==> src/rtl/regfile_dump_ctrl.sv <==
// regfile_dump_ctrl: walks the RegFile read ports in even/odd pairs and streams every word out over valid/ready.
// Optional feature macro DUMP_CHECKSUM_EN adds a rotate-XOR checksum of the streamed words on port csum.
module regfile_dump_ctrl #(
    parameter int DATA_W   = 32,
    parameter int ADDR_W   = 5,
    parameter int NUM_REGS = 32,
    parameter int RD_LAT   = 1
) (
    input  logic              clk,
    input  logic              reset,
    input  logic              en,
    input  logic              start,
    output logic              busy,
    output logic              done,
    output logic [ADDR_W-1:0] rs1,
    output logic [ADDR_W-1:0] rs2,
    output logic              readEn,
    input  logic [DATA_W-1:0] readOut1,
    input  logic [DATA_W-1:0] readOut2,
    output logic              out_valid,
    input  logic              out_ready,
    output logic [DATA_W-1:0] out_data,
    output logic [ADDR_W-1:0] out_addr
`ifdef DUMP_CHECKSUM_EN
    ,
    output logic [DATA_W-1:0] csum
`endif
);

    typedef enum logic [2:0] {IDLE, ISSUE, EMIT0, EMIT1, DONE} state_t;

    localparam logic [1:0]        LAT_LAST = 2'(RD_LAT);
    localparam logic [ADDR_W-1:0] LAST_ODD = ADDR_W'(NUM_REGS - 1);

    state_t            state_q;
    logic              busy_q;
    logic              done_q;
    logic              read_en_q;
    logic              out_valid_q;
    logic [ADDR_W-1:0] rs1_q;
    logic [ADDR_W-1:0] rs2_q;
    logic [ADDR_W-1:0] out_addr_q;
    logic [DATA_W-1:0] out_data_q;
    logic [DATA_W-1:0] buf1_q;
    logic [1:0]        lat_cnt_q;
    logic              xfer;

    assign xfer = out_valid_q && out_ready;

    // NOTE: all state uses non-blocking assignments so every register sees pre-edge values.
    always_ff @(posedge clk or posedge reset) begin
        if (reset) begin
            state_q     <= IDLE;
            busy_q      <= 1'b0;
            done_q      <= 1'b0;
            read_en_q   <= 1'b0;
            out_valid_q <= 1'b0;
            rs1_q       <= '0;
            rs2_q       <= ADDR_W'(1);
            out_addr_q  <= '0;
            out_data_q  <= '0;
            buf1_q      <= '0;
            lat_cnt_q   <= '0;
        end else if (en) begin
            done_q <= 1'b0;
            case (state_q)
                IDLE: begin
                    if (start) begin
                        state_q   <= ISSUE;
                        busy_q    <= 1'b1;
                        rs1_q     <= '0;
                        rs2_q     <= ADDR_W'(1);
                        read_en_q <= 1'b1;
                        lat_cnt_q <= '0;
                    end
                end
                ISSUE: begin
                    // Addresses are held RD_LAT+1 cycles so the sampled read data belongs to them.
                    if (lat_cnt_q == LAT_LAST) begin
                        out_data_q  <= readOut1;
                        buf1_q      <= readOut2;
                        out_addr_q  <= rs1_q;
                        out_valid_q <= 1'b1;
                        read_en_q   <= 1'b0;
                        state_q     <= EMIT0;
                    end else begin
                        lat_cnt_q <= lat_cnt_q + 2'd1;
                    end
                end
                EMIT0: begin
                    if (xfer) begin
                        out_data_q <= buf1_q;
                        out_addr_q <= rs2_q;
                        state_q    <= EMIT1;
                    end
                end
                EMIT1: begin
                    if (xfer) begin
                        out_valid_q <= 1'b0;
                        if (rs2_q == LAST_ODD) begin
                            done_q  <= 1'b1;
                            state_q <= DONE;
                        end else begin
                            rs1_q     <= rs1_q + ADDR_W'(2);
                            rs2_q     <= rs2_q + ADDR_W'(2);
                            read_en_q <= 1'b1;
                            lat_cnt_q <= '0;
                            state_q   <= ISSUE;
                        end
                    end
                end
                DONE: begin
                    busy_q  <= 1'b0;
                    state_q <= IDLE;
                end
                default: state_q <= IDLE;
            endcase
        end
    end

    assign busy      = busy_q;
    assign done      = done_q;
    assign rs1       = rs1_q;
    assign rs2       = rs2_q;
    assign readEn    = read_en_q;
    assign out_valid = out_valid_q;
    assign out_data  = out_data_q;
    assign out_addr  = out_addr_q;

`ifdef DUMP_CHECKSUM_EN
    logic [DATA_W-1:0] csum_q;
    logic [DATA_W-1:0] csum_d;

    // NOTE: next-state gets a default first so no latch is inferred.
    always_comb begin
        csum_d = csum_q;
        if (state_q == IDLE && start) begin
            csum_d = '0;
        end else if (xfer) begin
            csum_d = {csum_q[DATA_W-2:0], csum_q[DATA_W-1]} ^ out_data_q;
        end
    end

    always_ff @(posedge clk or posedge reset) begin
        if (reset) begin
            csum_q <= '0;
        end else if (en) begin
            csum_q <= csum_d;
        end
    end

    assign csum = csum_q;
`endif

endmodule
==> config.mk <==
export PLATFORM = sky130hd
export DESIGN_NAME = regfile_dump_ctrl
export DESIGN_NICKNAME = d
export VERILOG_FILES = /design/src/rtl/regfile_dump_ctrl.sv
export SDC_FILE = /design/constraint.sdc
export NUM_CORES = 1
export LEC_CHECK = 0
export CAP_MARGIN = 20
export CORE_ASPECT_RATIO = 0.8
export CORE_UTILIZATION = 44
export DETAILED_ROUTE_END_ITERATION = 10
export PLACE_DENSITY = 0.83
export REMOVE_ABC_BUFFERS = 1
export SLEW_MARGIN = 20
export SYNTH_ARGS = -nofsm -noshare
export SYNTH_HDL_FRONTEND = slang
export SYNTH_SLANG_ARGS = --single-unit
==> constraint.sdc <==
create_clock -name clk -period 3.59 [get_ports clk]
set_input_delay 0.359 -clock clk [delete_from_list [all_inputs] [get_ports clk]]
set_output_delay 0.359 -clock clk [all_outputs]
set_load 0.02 [all_outputs]
==> impl_results.md, run 1 <==
* Actual slew at the worst max-slew pin at 0.897 ns
* Antenna violations before repair at 0
* GP Congestion at 0.858
* Ys async rst share at 100%
* Fraction of layout cells with a size suffix above 1 at 33.3%
* LEAKAGE at 2.68 nW
* Placement Cell Area at 0.00534 sq mm
* Cells after Synth at 286
* Core area at 0.00900 sq mm
* Number of global-route vias before repair at 2890
* P_int at 0.00151 W
* Hold Worst Slack at 0.489 ns
* Cells along the critical path: and4bb_2, o21ai_4, buf_4, mux2_2
* Yosys reg bits at 87
* Site Rows at 31
* CP peak stage delay at 0.66 ns
* Total power at 0.00191 W
* Max Cap Violations at 0
* Dpl hpwl at 6290 microns
* Unrepaired setup endpoints after global routing: false
* Post-route antenna net violation count at 0
* Gr ovfl total at 0
* Clock Tree Buf Depth at 2
* Cell taking the most area after synthesis: dfrtp_1
* Hold Vio Cnt, Final at 0
* Pins Over Slew Limit at 0
* Outcome: completed
* Sequential power share at 51.4%
* Highest clock rate at 0.406 GHz
* EDFF count, synth at 0
* Vias at 2755
* Iter 0 DRT Violations at 83
* Post-Syn Area at 0.00407 sq mm
* Main flop type after synthesis: dfrtp_1
* Clock sinks at 87
* CP Capture Type: flop
* Die ar. at 0.00964 sq mm
* Post-synthesis sequential area ratio at 53.5%
* Die width at 110 microns
* Detailed Route WL at 9130 microns
* Period utilisation layout at 68.5%
* Die Y-Extent at 88.0 microns
* DR DRC count at 0
* Utilization after layout at 62.2%
* Clock root buffer: clkbuf_16
* Synth cell types at 43
* Port bufs at 118
* Clock power frac at 43.2%
* Most frequent cells in the layout: clkdlybuf4s50_1, dfrtp_1, mux2_2
* NetSw at 0.000398 W
* CTS Buf Count at 9
* Most common cell after layout, fill and taps aside: clkdlybuf4s50_1
* Crit path max fanout at 26
* Drt wl/cell at 17.5 microns
* Arrival @ worst endpoint at 2.67 ns
* Maximum VDD drop at 281 uV
* Syn avg cell area at 14.2 sq um
* Ports at 120
* Switching Share at 20.8%
* Layout net count at 475
* Worst path slowest cell: dfrtp_1
* Setup bufs post-CTS at 0
* Fin crit period at 2.46 ns
* Clk_skew at 0.00770 ns
* Top post-synthesis cells by area: dfrtp_1, mux2_2, mux2_4
* CP Class: reg2reg
* Initial Util at 45.2%
* Diode count at 0
* Pwr dens at 342 mW/mm^2
* Design Area, Final at 0.00559 sq mm
* Final setup vio count at 0
* Vias per cell at 5.27
* Tot GR Track Use at 19.9%
* Synth Warn # at 0
* CTS clk-pin slew, worst paths at 0.06 ns
* Critical Path Start Type: flop
* First-pass GRT wire length at 14200 microns
* Hold Path Class: in2async
* Area added between synthesis and finish at 37.4%
* Clk_lat worst skew at 0.33 ns
* Comb pwr share at 5.4%
* H-tree levels at 3
* Top-area cell type share of the netlist area at 52.9%
* Max transition margin at 40.0%
* Largest net degree at the start of global routing at 49
* Hold Buf Count CTS at 0
* First drt pass iteration count at 4
* FILL cells at 705
* Setup TNS Final at 0 ns
* CTS tree: done
* CTS resizes at 0
* Req. time, crit path at 3.80 ns
## worst max-delay path, delay by kind of cell (launching register included)
kind,cells,cell delay [ns]
muxes,1,0.39
DFF,1,0.66
buffers and inverters,1,0.49
AOI/OAI and AO/OA,1,0.43
and+or+nand+nor,1,0.34
## power by group through the flow
stage | sequential (W) | combinational, W | clock [W]
3_3_place_gp | 0.00100 | 0.000104 | 0
6_report | 0.000982 | 0.000103 | 0.000825
4_1_cts | 0.000982 | 0.000106 | 0.000848
3_5_place_dp | 0.00100 | 0.000105 | 0
5_1_grt | 0.000982 | 0.000113 | 0.000884
2_1_floorplan | 0.00100 | 0.0000195 | 0
## Yosys cell counts (all sizes together), types with 2 or more instances
cell type,count
mux2i,5
or3,2
dfrtp,86
a21oi,5
buf,16
nand3,2
mux2,105
nand2,12
nor2,2
ha,3
a31oi,7
o21ai,7
or2,2
o21bai,2
nor2b,3
inv,7
## through the flow
stage / instances / worst slack (ns)
after floorplan: 270 / 0.217
after global placement: 507 / 1.13
after detailed placement: 507 / 1.04
after CTS: 523 / 1.14
after global routing: 523 / 1.02
final: 523 / 1.13
## flip-flops by register name, summed over array words and instances, names as in the netlist
signal / count
out_data: 32
rs1: 4
state_q: 3
busy: 1
buf1_q: 32
readEn: 1
out_valid: 1
out_addr: 5
lat_cnt_q: 2
rs2: 5
done: 1
## path summary, 6_finish.rpt
check	startpoint	end	slack [ns]	cells past startpoint
hold reg to reg	lat_cnt_q[0]	lat_cnt_q[0]	0.49	1
max in group asynchronous	reset	buf1_q[30]	2.27	3
hold / removal	reset	buf1_q[27]	0.49	2
setup / recovery	state_q[2]	out_data[17]	1.13	4
setup reg to reg	state_q[2]	out_data[17]	1.13	4
min in group clk	lat_cnt_q[0]	lat_cnt_q[0]	0.49	1
## routing by layer
layer  up-vias  track usage [%]  share of wire (%)
met3         9             5.95                6.7
met2        94             34.5                 51
li1       1269                -                  -
met1      1383             23.9                 42
met5         -                0                  0
met4         0             6.55                1.1
## cells by family (layout without fill, tap and decap cells)
group,Yosys count,count (layout),synth area share (%)
flops,87,87,53.5
simple gates,32,32,4.64
other cells,1,1,0.0921
mux,110,110,32.1
buf+inv,23,145,3.23
compound gates,30,30,5.50
fa+ha+maj,3,3,0.922
## area by class of cell
type                       instances  area, sq um  area share [%]
clock buffer                      11          233            4.16
clock inverter                     5         25.0           0.447
inverter                           7         27.5           0.492
multi-input combinational        176         1780            31.7
sequential                        87         2180            38.9
tap                              115          144            2.57
timing repair buffer             122         1210            21.7
(Power assumes the default switching activity.)
==> run 2, diff against run 1 <==
--- a/config.mk
+++ b/config.mk
@@ -7,9 +7,9 @@
 export LEC_CHECK = 0
 export CAP_MARGIN = 20
 export CORE_ASPECT_RATIO = 0.8
-export CORE_UTILIZATION = 44
+export CORE_UTILIZATION = 43
 export DETAILED_ROUTE_END_ITERATION = 10
-export PLACE_DENSITY = 0.83
+export PLACE_DENSITY = 0.85
 export REMOVE_ABC_BUFFERS = 1
 export SLEW_MARGIN = 20
 export SYNTH_ARGS = -nofsm -noshare
==> constraint.sdc (replaced) <==
create_clock -name clk -period 1.95 [get_ports clk]
set_input_delay 0.195 -clock clk [delete_from_list [all_inputs] [get_ports clk]]
set_output_delay 0.195 -clock clk [all_outputs]
set_load 0.02 [all_outputs]
==> impl_results.md, run 2 (synthesis results as in run 1) <==
* Maximum VDD drop at 632 uV
* Hold Vio Cnt, Final at 0
* Number of global-route vias before repair at 2894
* CTS tree: done
* M1 WL at 3870 microns
* Initial Util at 44.7%
* CP Capture Type: flop
* Worst path slowest cell: dfrtp_1
* Arrival @ worst endpoint at 2.10 ns
* LEAKAGE at 2.78 nW
* Layout net count at 487
* Area added between synthesis and finish at 42.3%
* Max Cap Violations at 0
* Placed Instances at 519
* Outcome: completed
* Critical Path Start Type: flop
* Utilization after layout at 63.6%
* Vias at 2766
* Crit path max fanout at 12
* Post-route antenna net violation count at 0
* Core area at 0.00911 sq mm
* Drt wl/cell at 16.7 microns
* Die ar. at 0.00986 sq mm
* Pins Over Slew Limit at 0
* Cells along the critical path: ha_1, and4bb_2, o21ai_4, buf_12, mux2_2
* DP Worst Slack at 0.0241 ns
* CP delay by family, top: flip-flops
* DR DRC count at 0
* CTS Buf Count at 9
* Req. time, crit path at 2.17 ns
* FILL cells at 691
* First drt pass iteration count at 4
* CTS resizes at 0
* Fraction of layout cells with a size suffix above 1 at 35.2%
* Port bufs at 118
* Tot GR Track Use at 19.1%
* Setup ws final at 0.0674 ns
* Ports at 120
* CP Class: reg2reg
* Pwr dens at 635 mW/mm^2
* Most common cell after layout, fill and taps aside: clkdlybuf4s50_1
* Unrepaired setup endpoints after global routing: false
* Hold Worst Slack at 0.292 ns
* Final Non-Filler Cells at 535
* Most frequent cells in the layout: clkdlybuf4s50_1, dfrtp_1, mux2_2
* Detailed Route WL at 8960 microns
* GP Congestion at 0.861
* CP peak stage delay at 0.39 ns
* Highest clock rate at 0.531 GHz
* Hold Buf Count CTS at 0
* Clock root buffer: clkbuf_16
* Gr ovfl total at 0
* Final setup vio count at 0
* Die width at 111 microns
* Design Area, Final at 0.00579 sq mm
* CTS clk-pin slew, worst paths at 0.06 ns
* Diode count at 0
* Dpl hpwl at 6440 microns
* Clk_lat worst skew at 0.33 ns
* Largest net degree at the start of global routing at 88
* Die Y-Extent at 89.0 microns
* Site Rows at 31
* Clk_skew at 0.00330 ns
* Hold Path Class: in2async
* H-tree levels at 3
* Period utilisation layout at 96.5%
* Detailed-routed wire length on met3 at 680 microns
* Vias per cell at 5.17
* First-pass GRT wire length at 14600 microns
* Setup bufs post-CTS at 0
* Clock sinks at 87
* Clock Tree Buf Depth at 2
* Highest routed layer: met4
* Total length of routed met2 wires at 4270 microns
* Antenna violations before repair at 0
* Placement Cell Area at 0.00550 sq mm
* Iter 0 DRT Violations at 139
* Fin crit period at 1.88 ns
* WP buf/inv at 1
## run 2: cell types whose count changed in the layout (fill, tap and decap cells not counted)
cell       before  now
buf_12          0    6
buf_4           4   10
clkinv_2        6    4
bufinv_16       0    1
clkbuf_8        0    1
## run 2: layout make-up
cell class	count	area, sq um	share of cell area (%)
multi-input combinational	176	1780	30.6
timing repair buffer	134	1380	23.8
inverter	7	27.5	0.475
clock buffer	12	246	4.25
sequential	87	2180	37.6
tap	115	144	2.48
clock inverter	4	45.0	0.778
## run 2: path summary, 6_finish.rpt
kind,cells after the start,from,end,slack [ns]
worst max-delay path,5,lat_cnt_q[0],out_addr[2],0.07
worst min-delay path,3,reset,out_data[6],0.29
worst max register to register,5,lat_cnt_q[0],out_addr[2],0.07
worst min register to register,1,lat_cnt_q[0],lat_cnt_q[0],0.48
max in group asynchronous,3,reset,rs2[0],1.30
min in group clk,2,readOut2[26],buf1_q[26],0.47
## run 2: layer usage
metal,vias up,GRT usage [%]
li1,1290,-
met4,0,7.03
met2,104,31.3
met3,14,6.58
met5,-,0
met1,1358,23.8
## run 2: through the flow
stage	total power, W	TNS (ns)
3_3_place_gp	0.00204	0
3_5_place_dp	0.00204	0
6_report	0.00368	0
2_1_floorplan	0.00188	-97.56
5_1_grt	0.00382	0
4_1_cts	0.00374	0
## run 2: worst register-to-register path: stages, from the launching register on
cell	delay, ns
dfrtp_1	0.39
ha_1	0.22
and4bb_2	0.27
o21ai_4	0.34
buf_12	0.21
mux2_2	0.34
## run 2: power by group
part	internal [W]	switching, W
sequential	0.00181	0.000000972
combinational	0.000130	0.0000651
clock	0.00102	0.000656
total	0.00296	0.000722
==> patch (settings of run 1) <==
Change the parameter `DATA_W` from 32 to 24.
--- a/src/rtl/regfile_dump_ctrl.sv
+++ b/src/rtl/regfile_dump_ctrl.sv
@@ -1,7 +1,7 @@
 // regfile_dump_ctrl: walks the RegFile read ports in even/odd pairs and streams every word out over valid/ready.
 // Optional feature macro DUMP_CHECKSUM_EN adds a rotate-XOR checksum of the streamed words on port csum.
 module regfile_dump_ctrl #(
-    parameter int DATA_W   = 32,
+    parameter int DATA_W   = 24,
     parameter int ADDR_W   = 5,
     parameter int NUM_REGS = 32,
     parameter int RD_LAT   = 1
Interface: changed (resized out_data, readOut1 and readOut2); port bits go from 120 to 96. The function was not compared with the original's and may differ.
==> patch against run 1 <==
Routed wire length decreased by 18%. Sequential cell count is 16 lower. Critical path depth grew 3. Synthesized cell count rose by 0.35%. Design area decreased by 19%. Setup slack improved by 0.38 ns. Area after synthesis decreased by 19%. Critical endpoint is now out_data[20].
Power is not compared: it rests on default switching activity, and its combinational part moved more than twofold at a synthesized area within 25%.
==> patch: results (changes against run 1) <==
Status
  – Run status: finished, final reports clean (unchanged)

Layout
  – Number of diodes: 0 (unchanged)
  – Share of cells above drive strength 1: 15.1% (was 33.3%)
  – Fin nets: 437 (was 475)
  – Filler cells: 580 (was 705)
  – Final non-filler cell total: 472 (was 523)
  – Area delta synth->final: 37.3% (was 37.4%)

Setup path
  – Worst R2R End: out_data[20] (was out_data[17])
  – Arr. time, crit path: 2.35 ns (was 2.67 ns)
  – Slowest CP cell: a21oi_4 (was dfrtp_1)
  – Delay-heaviest family, CP: compound AO/OA/AOI/OAI gates (was flip-flops)
  – Critical path's largest stage delay: 0.62 ns (was 0.66 ns)
  – CP Max Fanout: 32 (was 26)
  – R2R cell count: 7 (was 4)
  – CP Capture Point: out_data[20] (was out_data[17])
  – CP startpoint: lat_cnt_q[1] (was state_q[2])

Detailed routing
  – Vias per inst: 5.28 (was 5.27)
  – Initial DRC count: 141 (was 83)
  – Final wirelength: 7510 um (was 9130 um)

Yosys
  – Sequential area share after synthesis: 53.7% (was 53.5%)
  – Yosys cell types: 41 (was 43)
  – Post-synth top cells: dfrtp_1 (70), nor2_1 (34), mux2i_1 (33) (was dfrtp_1 (86), mux2_2 (85), mux2_4 (20))
  – Synthesized instance count: 287 (was 286)

CTS
  – CTS root buf: clkbuf_8 (was clkbuf_16)
  – Worst-path clk slew: 0.08 ns (was 0.06 ns)
  – Worst-Skew Late Latency: 0.35 ns (was 0.33 ns)

Placed design
  – RePlAce Congestion: 0.833 (was 0.858)
  – Post-DP Area: 4320 sq um (was 5340 sq um)
  – Buffers added on ports: 94 (was 118)
  – DP HPWL: 5280 um (was 6290 um)
  – # placed instances: 457 (was 507)
  – Pre-CTS WS: 1.29 ns (was 1.04 ns)

Global route
  – Gr usage total: 20.1% (was 19.9%)
  – Largest net degree at the start of global routing: 33 (was 49)
  – Global-route wire length before repair: 12100 um (was 14200 um)
  – Vias in the first global route: 2497 (was 2890)

Timing
  – Slew at the pin closest to its max-slew limit: 0.723 ns (was 0.897 ns)
  – Clock skew: 0.0124 ns (was 0.00770 ns)
[patch: cell families (layout without fill, tap and decap cells)]
family	after synthesis	after routing	share of synthesized area [%]
adder cells (fa/ha/maj)	3	3	1.13
AND/OR/NAND/NOR	66	66	10.0
flip-flops	71	71	53.7
buffers and inverters	25	123	4.38
other	1	1	0.113
multiplexers	59	59	18.8
AO/OA/AOI/OAI	62	62	11.9
[patch: final cells by class]
type | instances | share of cell area [%]
clock buffers | 9 | 2.72
clock inverters | 6 | 2.39
inverters | 8 | 0.660
multi-input cells | 191 | 30.8
flip-flops and latches | 71 | 39.1
well taps | 87 | 2.39
repair buffers | 100 | 21.9
[patch: worst min-delay path by stage]
stage / start / endpoint / slack (ns) / depth (start not counted)
global route: reset / out_data[10] / 0.40 / 2
detailed placement: buf1_q[12] / buf1_q[12] / 0.47 / 1
finish: reset / out_data[10] / 0.37 / 2
floorplan: buf1_q[10] / buf1_q[10] / 0.46 / 1
global placement: buf1_q[5] / buf1_q[5] / 0.47 / 1
CTS: reset / out_data[10] / 0.38 / 2
[patch: per-layer routing]
| layer | routed length, um | global-route usage [%] | vias to the layer above |
|---|---|---|---|
| met5 | 0 | 0 | - |
| met1 | 3420 | 26.1 | 1194 |
| met2 | 3530 | 32.6 | 95 |
| li1 | - | - | 1193 |
| met4 | 72 | 5.37 | 0 |
| met3 | 494 | 6.48 | 10 |
[patch: where the power goes]
group	leakage (nW)	internal [mW]	switching (mW)
registers	0.848	1.15	0.260
clock network	0.119	0.458	0.304
logic	0.904	0.789	0.767
total	1.87	2.40	1.33
